## src/rtl/ascon_blk_feeder.sv

```systemverilog
// ascon_blk_feeder
//   Input stage for the Ascon control FSM. It takes 32-bit big-endian words
//   from the register/bus side and packs them into 64-bit rate blocks. The
//   final block of each AD/PT segment gets 10* padding. Blocks are queued in
//   a small FIFO and handed to the FSM on a data_req_i / data_valid_o
//   handshake.
//
// Ports
//   clk_i, rst_i        clock (rising edge), asynchronous active-high reset
//   start_i             new message: flush FIFO, assembler, pending request, counters
//   wr_valid_i/ready_o  upstream word handshake
//   wr_data_i           word, byte 0 in [31:24]
//   wr_last_i           final word of the segment
//   wr_nbytes_i         valid bytes (1..4) of a last word; 0 or >4 means 4
//   data_req_i          one-cycle block request from the FSM
//   data_valid_o        one-cycle pulse answering a request
//   data_o              block register, changes only on a pop
//   fifo_cnt_o          FIFO occupancy
//   blk_cnt_o           saturating count of blocks pushed since start
//   err_o               sticky: request arrived while one was already pending
module ascon_blk_feeder #(
  parameter int DEPTH = 2,
  parameter int CNT_W = 8
) (
  input  logic                       clk_i,
  input  logic                       rst_i,
  input  logic                       start_i,
  input  logic                       wr_valid_i,
  output logic                       wr_ready_o,
  input  logic [31:0]                wr_data_i,
  input  logic                       wr_last_i,
  input  logic [2:0]                 wr_nbytes_i,
  input  logic                       data_req_i,
  output logic                       data_valid_o,
  output logic [63:0]                data_o,
  output logic [$clog2(DEPTH+1)-1:0] fifo_cnt_o,
  output logic [CNT_W-1:0]           blk_cnt_o,
  output logic                       err_o
);

  localparam int AW = (DEPTH > 1) ? $clog2(DEPTH) : 1;
  localparam int CW = $clog2(DEPTH + 1);
  localparam logic [63:0] PAD_BLK = 64'h8000_0000_0000_0000;

  typedef enum logic [1:0] {ASM_HI, ASM_LO, PAD} asm_state_t;

  logic [63:0]      mem [DEPTH];
  asm_state_t       asm_state_reg, asm_state_next;
  logic [31:0]      hi_reg, hi_next;
  logic [AW-1:0]    wr_ptr_reg, rd_ptr_reg;
  logic [CW-1:0]    cnt_reg;
  logic             pending_reg;
  logic             err_reg;
  logic             valid_reg;
  logic [63:0]      data_reg;
  logic [CNT_W-1:0] blk_cnt_reg;

  logic        full, empty, word_fire, push, pop;
  logic [2:0]  nbytes_eff;
  logic [63:0] tail_blk, push_blk;

  // Keep the first n bytes of a word, append the 0x80 marker, zero-fill to 64 bits.
  function automatic logic [63:0] pad_tail(input logic [31:0] w, input logic [2:0] n);
    case (n)
      3'd1:    pad_tail = {w[31:24], 8'h80, 48'h0};
      3'd2:    pad_tail = {w[31:16], 8'h80, 40'h0};
      3'd3:    pad_tail = {w[31:8],  8'h80, 32'h0};
      default: pad_tail = {w,        8'h80, 24'h0};
    endcase
  endfunction

  assign full       = (cnt_reg == CW'(DEPTH));
  assign empty      = (cnt_reg == '0);
  assign wr_ready_o = !rst_i && !start_i && !full && (asm_state_reg != PAD);
  assign word_fire  = wr_valid_i && wr_ready_o;
  assign nbytes_eff = (wr_nbytes_i == 3'd0 || wr_nbytes_i > 3'd4) ? 3'd4 : wr_nbytes_i;
  assign tail_blk   = pad_tail(wr_data_i, nbytes_eff);

  // A request in the current cycle counts immediately, giving one-cycle latency.
  assign pop = !start_i && (pending_reg || data_req_i) && !empty;

  always_comb begin
    push           = 1'b0;
    push_blk       = tail_blk;
    asm_state_next = asm_state_reg;
    hi_next        = hi_reg;
    case (asm_state_reg)
      ASM_HI: begin
        if (word_fire) begin
          if (wr_last_i) begin
            push = 1'b1;
          end else begin
            hi_next        = wr_data_i;
            asm_state_next = ASM_LO;
          end
        end
      end
      ASM_LO: begin
        if (word_fire) begin
          push           = 1'b1;
          asm_state_next = ASM_HI;
          if (!wr_last_i) begin
            push_blk = {hi_reg, wr_data_i};
          end else if (nbytes_eff == 3'd4) begin
            // Full final block: the padding needs a block of its own.
            push_blk       = {hi_reg, wr_data_i};
            asm_state_next = PAD;
          end else begin
            push_blk = {hi_reg, tail_blk[63:32]};
          end
        end
      end
      PAD: begin
        if (!start_i && !full) begin
          push           = 1'b1;
          push_blk       = PAD_BLK;
          asm_state_next = ASM_HI;
        end
      end
      default: asm_state_next = ASM_HI;
    endcase
  end

  // Storage array without reset so it maps onto RAM; read is registered into data_reg.
  always_ff @(posedge clk_i) begin
    if (push) begin
      mem[wr_ptr_reg] <= push_blk;
    end
  end

  always_ff @(posedge clk_i or posedge rst_i) begin
    if (rst_i) begin
      asm_state_reg <= ASM_HI;
      hi_reg        <= '0;
      wr_ptr_reg    <= '0;
      rd_ptr_reg    <= '0;
      cnt_reg       <= '0;
      pending_reg   <= 1'b0;
      err_reg       <= 1'b0;
      valid_reg     <= 1'b0;
      data_reg      <= '0;
      blk_cnt_reg   <= '0;
    end else if (start_i) begin
      asm_state_reg <= ASM_HI;
      wr_ptr_reg    <= '0;
      rd_ptr_reg    <= '0;
      cnt_reg       <= '0;
      pending_reg   <= 1'b0;
      err_reg       <= 1'b0;
      valid_reg     <= 1'b0;
      blk_cnt_reg   <= '0;
    end else begin
      asm_state_reg <= asm_state_next;
      hi_reg        <= hi_next;
      valid_reg     <= pop;
      if (push) begin
        wr_ptr_reg <= wr_ptr_reg + 1'b1;
        if (blk_cnt_reg != '1) begin
          blk_cnt_reg <= blk_cnt_reg + 1'b1;
        end
      end
      if (pop) begin
        rd_ptr_reg <= rd_ptr_reg + 1'b1;
        data_reg   <= mem[rd_ptr_reg];
      end
      case ({push, pop})
        2'b10:   cnt_reg <= cnt_reg + 1'b1;
        2'b01:   cnt_reg <= cnt_reg - 1'b1;
        default: cnt_reg <= cnt_reg;
      endcase
      // A request arriving while one is already pending keeps it pending.
      if (pop) begin
        pending_reg <= pending_reg && data_req_i;
      end else if (data_req_i) begin
        pending_reg <= 1'b1;
      end
      if (data_req_i && pending_reg) begin
        err_reg <= 1'b1;
      end
    end
  end

  assign data_valid_o = valid_reg;
  assign data_o       = data_reg;
  assign fifo_cnt_o   = cnt_reg;
  assign blk_cnt_o    = blk_cnt_reg;
  assign err_o        = err_reg;

endmodule

```

## config.mk

```make
export PLATFORM = sky130hd
export DESIGN_NAME = ascon_blk_feeder
export DESIGN_NICKNAME = d
export VERILOG_FILES = /design/src/rtl/ascon_blk_feeder.sv
export SDC_FILE = /design/constraint.sdc
export NUM_CORES = 1
export LEC_CHECK = 0
export CORE_MARGIN = 3
export CORE_UTILIZATION = 50
export CTS_CLUSTER_SIZE = 10
export DETAILED_ROUTE_END_ITERATION = 12
export PLACE_DENSITY = 0.73
export SLEW_MARGIN = 20
export SYNTH_ARGS = -nofsm -noshare
export SYNTH_HDL_FRONTEND = slang
export SYNTH_SLANG_ARGS = --single-unit
```

## constraint.sdc

```tcl
create_clock -name clk_i -period 7.3 [get_ports clk_i]
set_input_delay 0.73 -clock clk_i [delete_from_list [all_inputs] [get_ports clk_i]]
set_output_delay 0.73 -clock clk_i [all_outputs]
set_load 0.02 [all_outputs]
```

# After elaboration in Yosys (flattened, before gate mapping)
# Memories as Yosys holds them, arrays and structs flattened. A register that Yosys moved wholly into a read port is not among the register bits.
# Index checks and enable logic that the tools add are counted.
# Widths: inputs -> output; s select.
[word_totals]
n_memories = 1
inputBits = 41
rom_bits = 0
reg_bits = 49
latchBits = 0
output_inout_bits = 77
ram_bits = 128
[op_classes]
n_div = 0
shift = 0
eq_ne = 15
bitwise_logic = 2
n_reduce_logical = 27
add_sub_neg = 5
muxes = 37
multipliers = 0
magnitude_cmp = 1
[mem_list]
columns = ["memory", "words", "width", "read_ports", "rd_ports_with_merged_regs", "wr", "line", "rtl"]
rows = [
  ["mem", 2, 64, 1, 1, 1, "47", "logic [63:0] mem [DEPTH];"],
]
[op_table]
columns = ["operator", "count"]
rows = [
  ["$pmux 56 s3", 1],
  ["$mux 64", 2],
  ["$pmux 64 s2", 1],
  ["$mux 24", 2],
  ["$mux 8", 3],
  ["$mux 1", 16],
  ["$mux 2", 8],
  ["$ne 3x3->1 const B", 4],
  ["$add 8x1->8 const B", 1],
  ["$logic_and 1x1->1", 8],
  ["$ne 8x8->1 const B", 1],
  ["$reduce_and 4->1", 2],
  ["$reduce_bool 2->1", 4],
  ["$eq 2x2->1 const B", 3],
  ["$eq 3x2->1 const B", 2],
  ["$pmux 2 s3", 1],
  ["$reduce_bool 3->1", 2],
  ["$eq 2x1->1 const B", 2],
  ["$logic_not 1->1", 4],
  ["$logic_not 2->1", 2],
  ["$pmux 2 s2", 1],
  ["$reduce_and 2->1", 2],
  ["$eq 3x1->1 const B", 1],
  ["$eq 3x3->1 const B", 1],
  ["other kinds (10)", 13],
]

# Longest topological paths before layout
[depth]
ltp_word = 10
ltp_mapped = 9
ltp_nobuf = 7

# Worst setup path before layout
# OpenSTA, ideal clock, no wires.
[synth_timing]
path_kind = "input to register"
from = "in rst_i"
to = "mem mem[0][0] (enable)"
setup_ns = 0.494
path_slack_ns = 2.070
n_path_buf = 1
path_stages = 5
arrival_ns = 4.736
path_cell_list = "or3b_1 -> nor4_2 -> o21a_1 -> buf_2 -> nor2b_1"
[synth_via]
elab_chain_cells = 9
elab_cells_between_ends = 10
[synth_rtl]
columns = ["item", "line", "rtl"]
rows = [
  ["start: declaration", "26", "input logic rst_i,"],
  ["$logic_not 1->1 (no source line) (*)", "--", ""],
  ["$logic_and 1x1->1 (*) (3 in series)", "74", "assign wr_ready_o = !rst_i && !start_i && !full && (asm_state_reg != PAD);"],
  ["$logic_and 1x1->1 (*)", "75", "assign word_fire = wr_valid_i && wr_ready_o;"],
  ["$mux 1, on equally long branches", "99, 89", ""],
  ["$pmux 1 s3 (*)", "87", "case (asm_state_reg)"],
  ["$mux 1 (*)", "126", "if (push) begin"],
  ["$mux 1 (not written as such) (*)", "127", "mem[wr_ptr_reg] <= push_blk;"],
  ["end: declaration", "47", ""],
]
# Every way passes the cells marked *; elsewhere a longest branch is shown, timed or not.

# Final worst setup path
[layout_timing]
from = "in start_i"
to = "mem mem[0][1] (enable)"
[layout_via]
elab_chain_cells = 9
elab_cells_between_ends = 12
[layout_rtl]
columns = ["item", "line", "rtl"]
rows = [
  ["start: declaration", "27", "input logic start_i,"],
  ["$logic_not 1->1 (*)", "74, 114", ""],
  ["$logic_and 1x1->1 (3 in series)", "74", ""],
  ["$logic_and 1x1->1", "75", ""],
  ["$mux 1, on equally long branches", "99, 89", ""],
  ["$pmux 1 s3 (*)", "87", ""],
  ["$mux 1 (*)", "126", ""],
  ["$mux 1 (not written as such) (*)", "127", ""],
]
# Marked as above.

==> results.py <==
metrics = {
    "timing": {
        "relSlewSlack_pct": 26.3,
        "finalHoldViolations": 0,
        "fin_setup_tns_ns": 0,
        "fin_crit_ns": 3.57,
        "fmax_mhz": 280,
        "clock_skew_ns": 0.0248,
        "grt_setup_unrepaired": "false",
        "period_share_pct": 48.9,
        "setup_viol_count_final": 0,
        "tightest_slew_ns": 1.10,
        "drv_slew": 0,
    },
    "setup_path": {
        "path_delay_family": "buffers and inverters",
        "critical_path_required_ns": 7.43,
        "crit_chain": "clkdlybuf4s50_1 > inv_1 > and3_1 > o21a_1 > nor2b_4 > buf_4",
        "reg2reg_from": "asm_state_reg[0]",
        "worstSetupStartpointType": "input pin",
        "path_buf_inv": 3,
        "cp_max_fo": 64,
        "ff2ff_path_depth": 7,
        "end_kind": "register",
        "crit_type": "input pin to register",
        "arrival_ns": 3.70,
        "slowest_stage": "clkdlybuf4s50_1",
        "crit_cells": 6,
        "reg2reg_slack_ns": 3.87,
        "worstReg2RegEnd": "mem[0][1]",
        "cpPeakStageDelay_ns": 0.84,
    },
    "floorplanning": {
        "die_h_um": 146,
        "start_util_pct": 51.6,
        "die_x_um": 146,
        "core_area_mm2": 0.0190,
        "row_count": 50,
        "ioPinCount": 118,
        "dieArea_mm2": 0.0213,
    },
    "grt": {
        "track_usage_pct": 18.5,
        "overflow": 0,
        "grt_max_degree": 86,
        "grt_pass1_wl_um": 32200,
        "antenna_found_initial": 0,
        "first_global_vias": 6265,
    },
    "logic_synthesis": {
        "synth_cells": 694,
        "seq_area_frac_synth_pct": 68.0,
        "synth_top_area_share_pct": 39.2,
        "syn-num-nets": 742,
        "ys.flop_type": "edfxtp_1",
        "synthTopCellsByArea": "edfxtp_1, dfrtp_1, mux2i_1, mux2_4, a21oi_1",
        "synthTopCellsByCount": "edfxtp_1, dfrtp_1, a21oi_1",
        "ys_seq_elements": 241,
        "synth_warnings": 0,
        "synthMostInstantiatedCell": "edfxtp_1",
        "async_reset_ff_share_pct": 46.9,
        "yosysUniqueCellTypes": 50,
        "synth_area_mm2": 0.00981,
        "yosysTopAreaCell": "edfxtp_1",
        "syn_area_per_cell_um2": 14.1,
        "synth_edf_count": 128,
    },
    "drt": {
        "first_pass_iters": 4,
        "drtAntennaViolNets": 0,
        "num_vias": 5924,
        "wirelength_um": 19700,
        "viasPerCell": 5.44,
        "drtIter0Drc": 296,
        "post_drt_wl_per_cell_um": 18.1,
        "drc_errors": 0,
    },
    "cells_and_area": {
        "final_nets": 857,
        "final_cell_area_mm2": 0.0120,
        "largest_reg_flops": 128,
        "diodes": 0,
        "drive_gt1_share_pct": 10.0,
        "syn2layout_area_growth_pct": 22.6,
    },
    "clock_tree": {
        "cts_tree": "done",
        "post_cts_buffers": 0,
        "cts.clk_slew.worst_paths_ns": 0.05,
        "clkSinkCount": 241,
        "cts_resized": 0,
        "root_buffer": "clkbuf_16",
        "clock_latency_ns": 0.52,
        "clockBufferDepth": 3,
        "htree_num_levels": 1,
        "numCtsBuffers": 28,
        "hold_buffers": 0,
    },
    "min_path": {
        "whs_endpoint": "hi_reg[16]",
        "min_from": "hi_reg[16]",
        "holdPathStages": 1,
        "min_path_type": "register to register",
    },
    "power": {
        "ir_drop_uv": 174,
        "p_leak_nw": 4.54,
        "pwr_density_cell_mw_per_mm2": 343,
    },
    "job": {
        "cap_violations": 0,
    },
    "placed_design": {
        "numPortBuffers": 117,
        "place.gp.congestion": 0.839,
        "placed_cell_area_mm2": 0.0112,
        "dpl.hpwl_um": 12400,
    },
    "outcome": {
        "status": "complete, no violations",
    },
}
-- cell usage in the layout (no fill, tap or decap), drive strengths merged, types with 7 or more instances in the layout --
cell / n
clkdlybuf4s50: 117
and2: 29
clkbuf: 49
ha: 7
o21ai: 10
a21oi: 79
nor2: 76
inv: 8
nor2b: 8
a22o: 31
mux2: 33
nand2: 12
dfrtp: 113
mux2i: 65
nand3: 9
edfxtp: 128
-- per-stage QoR --
step / setup slack, ns / hold slack (ns) / power [mW] / std cells / utilization [%]
after CTS: 3.78 / 0.513 / 4.17 / 1088 / 63.1
after detailed placement: 3.23 / 0.497 / 2.93 / 1038 / 58.8
after global routing: 3.58 / 0.524 / 4.33 / 1089 / 63.2
final: 3.73 / 0.512 / 4.13 / 1089 / 63.2
after global placement: 3.40 / 0.488 / 2.89 / 1038 / 58.8
after floorplan: 2.07 / 0.473 / 2.44 / 694 / -
-- routing by layer --
| layer | vias to the layer above | wire length, um | GRT usage, % | part of all wire (%) |
|---|---|---|---|---|
| met5 | - | 0 | 0 | 0 |
| met4 | 0 | 376 | 4.84 | 1.9 |
| met3 | 31 | 1220 | 3.51 | 6.2 |
| met2 | 185 | 9730 | 32.2 | 49 |
| met1 | 2926 | 8380 | 24.1 | 43 |
| li1 | 2782 | - | - | - |
-- report_power, final --
part	internal, mW	total [mW]	switching, mW	leakage, nW
registers	1.71	1.85	0.144	2.49
logic	0.524	1.04	0.521	1.66
clock network	0.735	1.23	0.497	0.386
total	2.97	4.13	1.16	4.54
-- area by class of cell --
type | count | area, um2
fillers | 1456 | 6990
clock buffers | 49 | 801
inverters | 7 | 28.8
flip-flops and latches | 241 | 6680
clock inverters | 1 | 8.76
well taps | 260 | 325
repair buffers | 122 | 1230
multi-input cells | 409 | 2960
-- how the worst max path moves through the flow --
| stage | from | to | slack, ns |
|---|---|---|---|
| after floorplan | rst_i | mem[0][0] | 2.07 |
| after global placement | start_i | mem[0][24] | 3.40 |
| after detailed placement | start_i | mem[0][27] | 3.23 |
| after CTS | start_i | mem[0][31] | 3.78 |
| after global routing | start_i | mem[0][31] | 3.58 |
| final | start_i | mem[0][1] | 3.73 |
-- kinds of logic (layout without fill, tap and decap cells) --
logic type,count (synthesis),after routing,synth area share (%)
fa+ha+maj,7,7,0.893
simple gates,161,161,8.35
mux,98,98,11.6
flops,241,241,68.0
buf+inv,44,179,1.99
compound gates,141,141,9.02
xor+xnor,2,2,0.179
No activity file was read; power rests on OpenSTA's default activity.
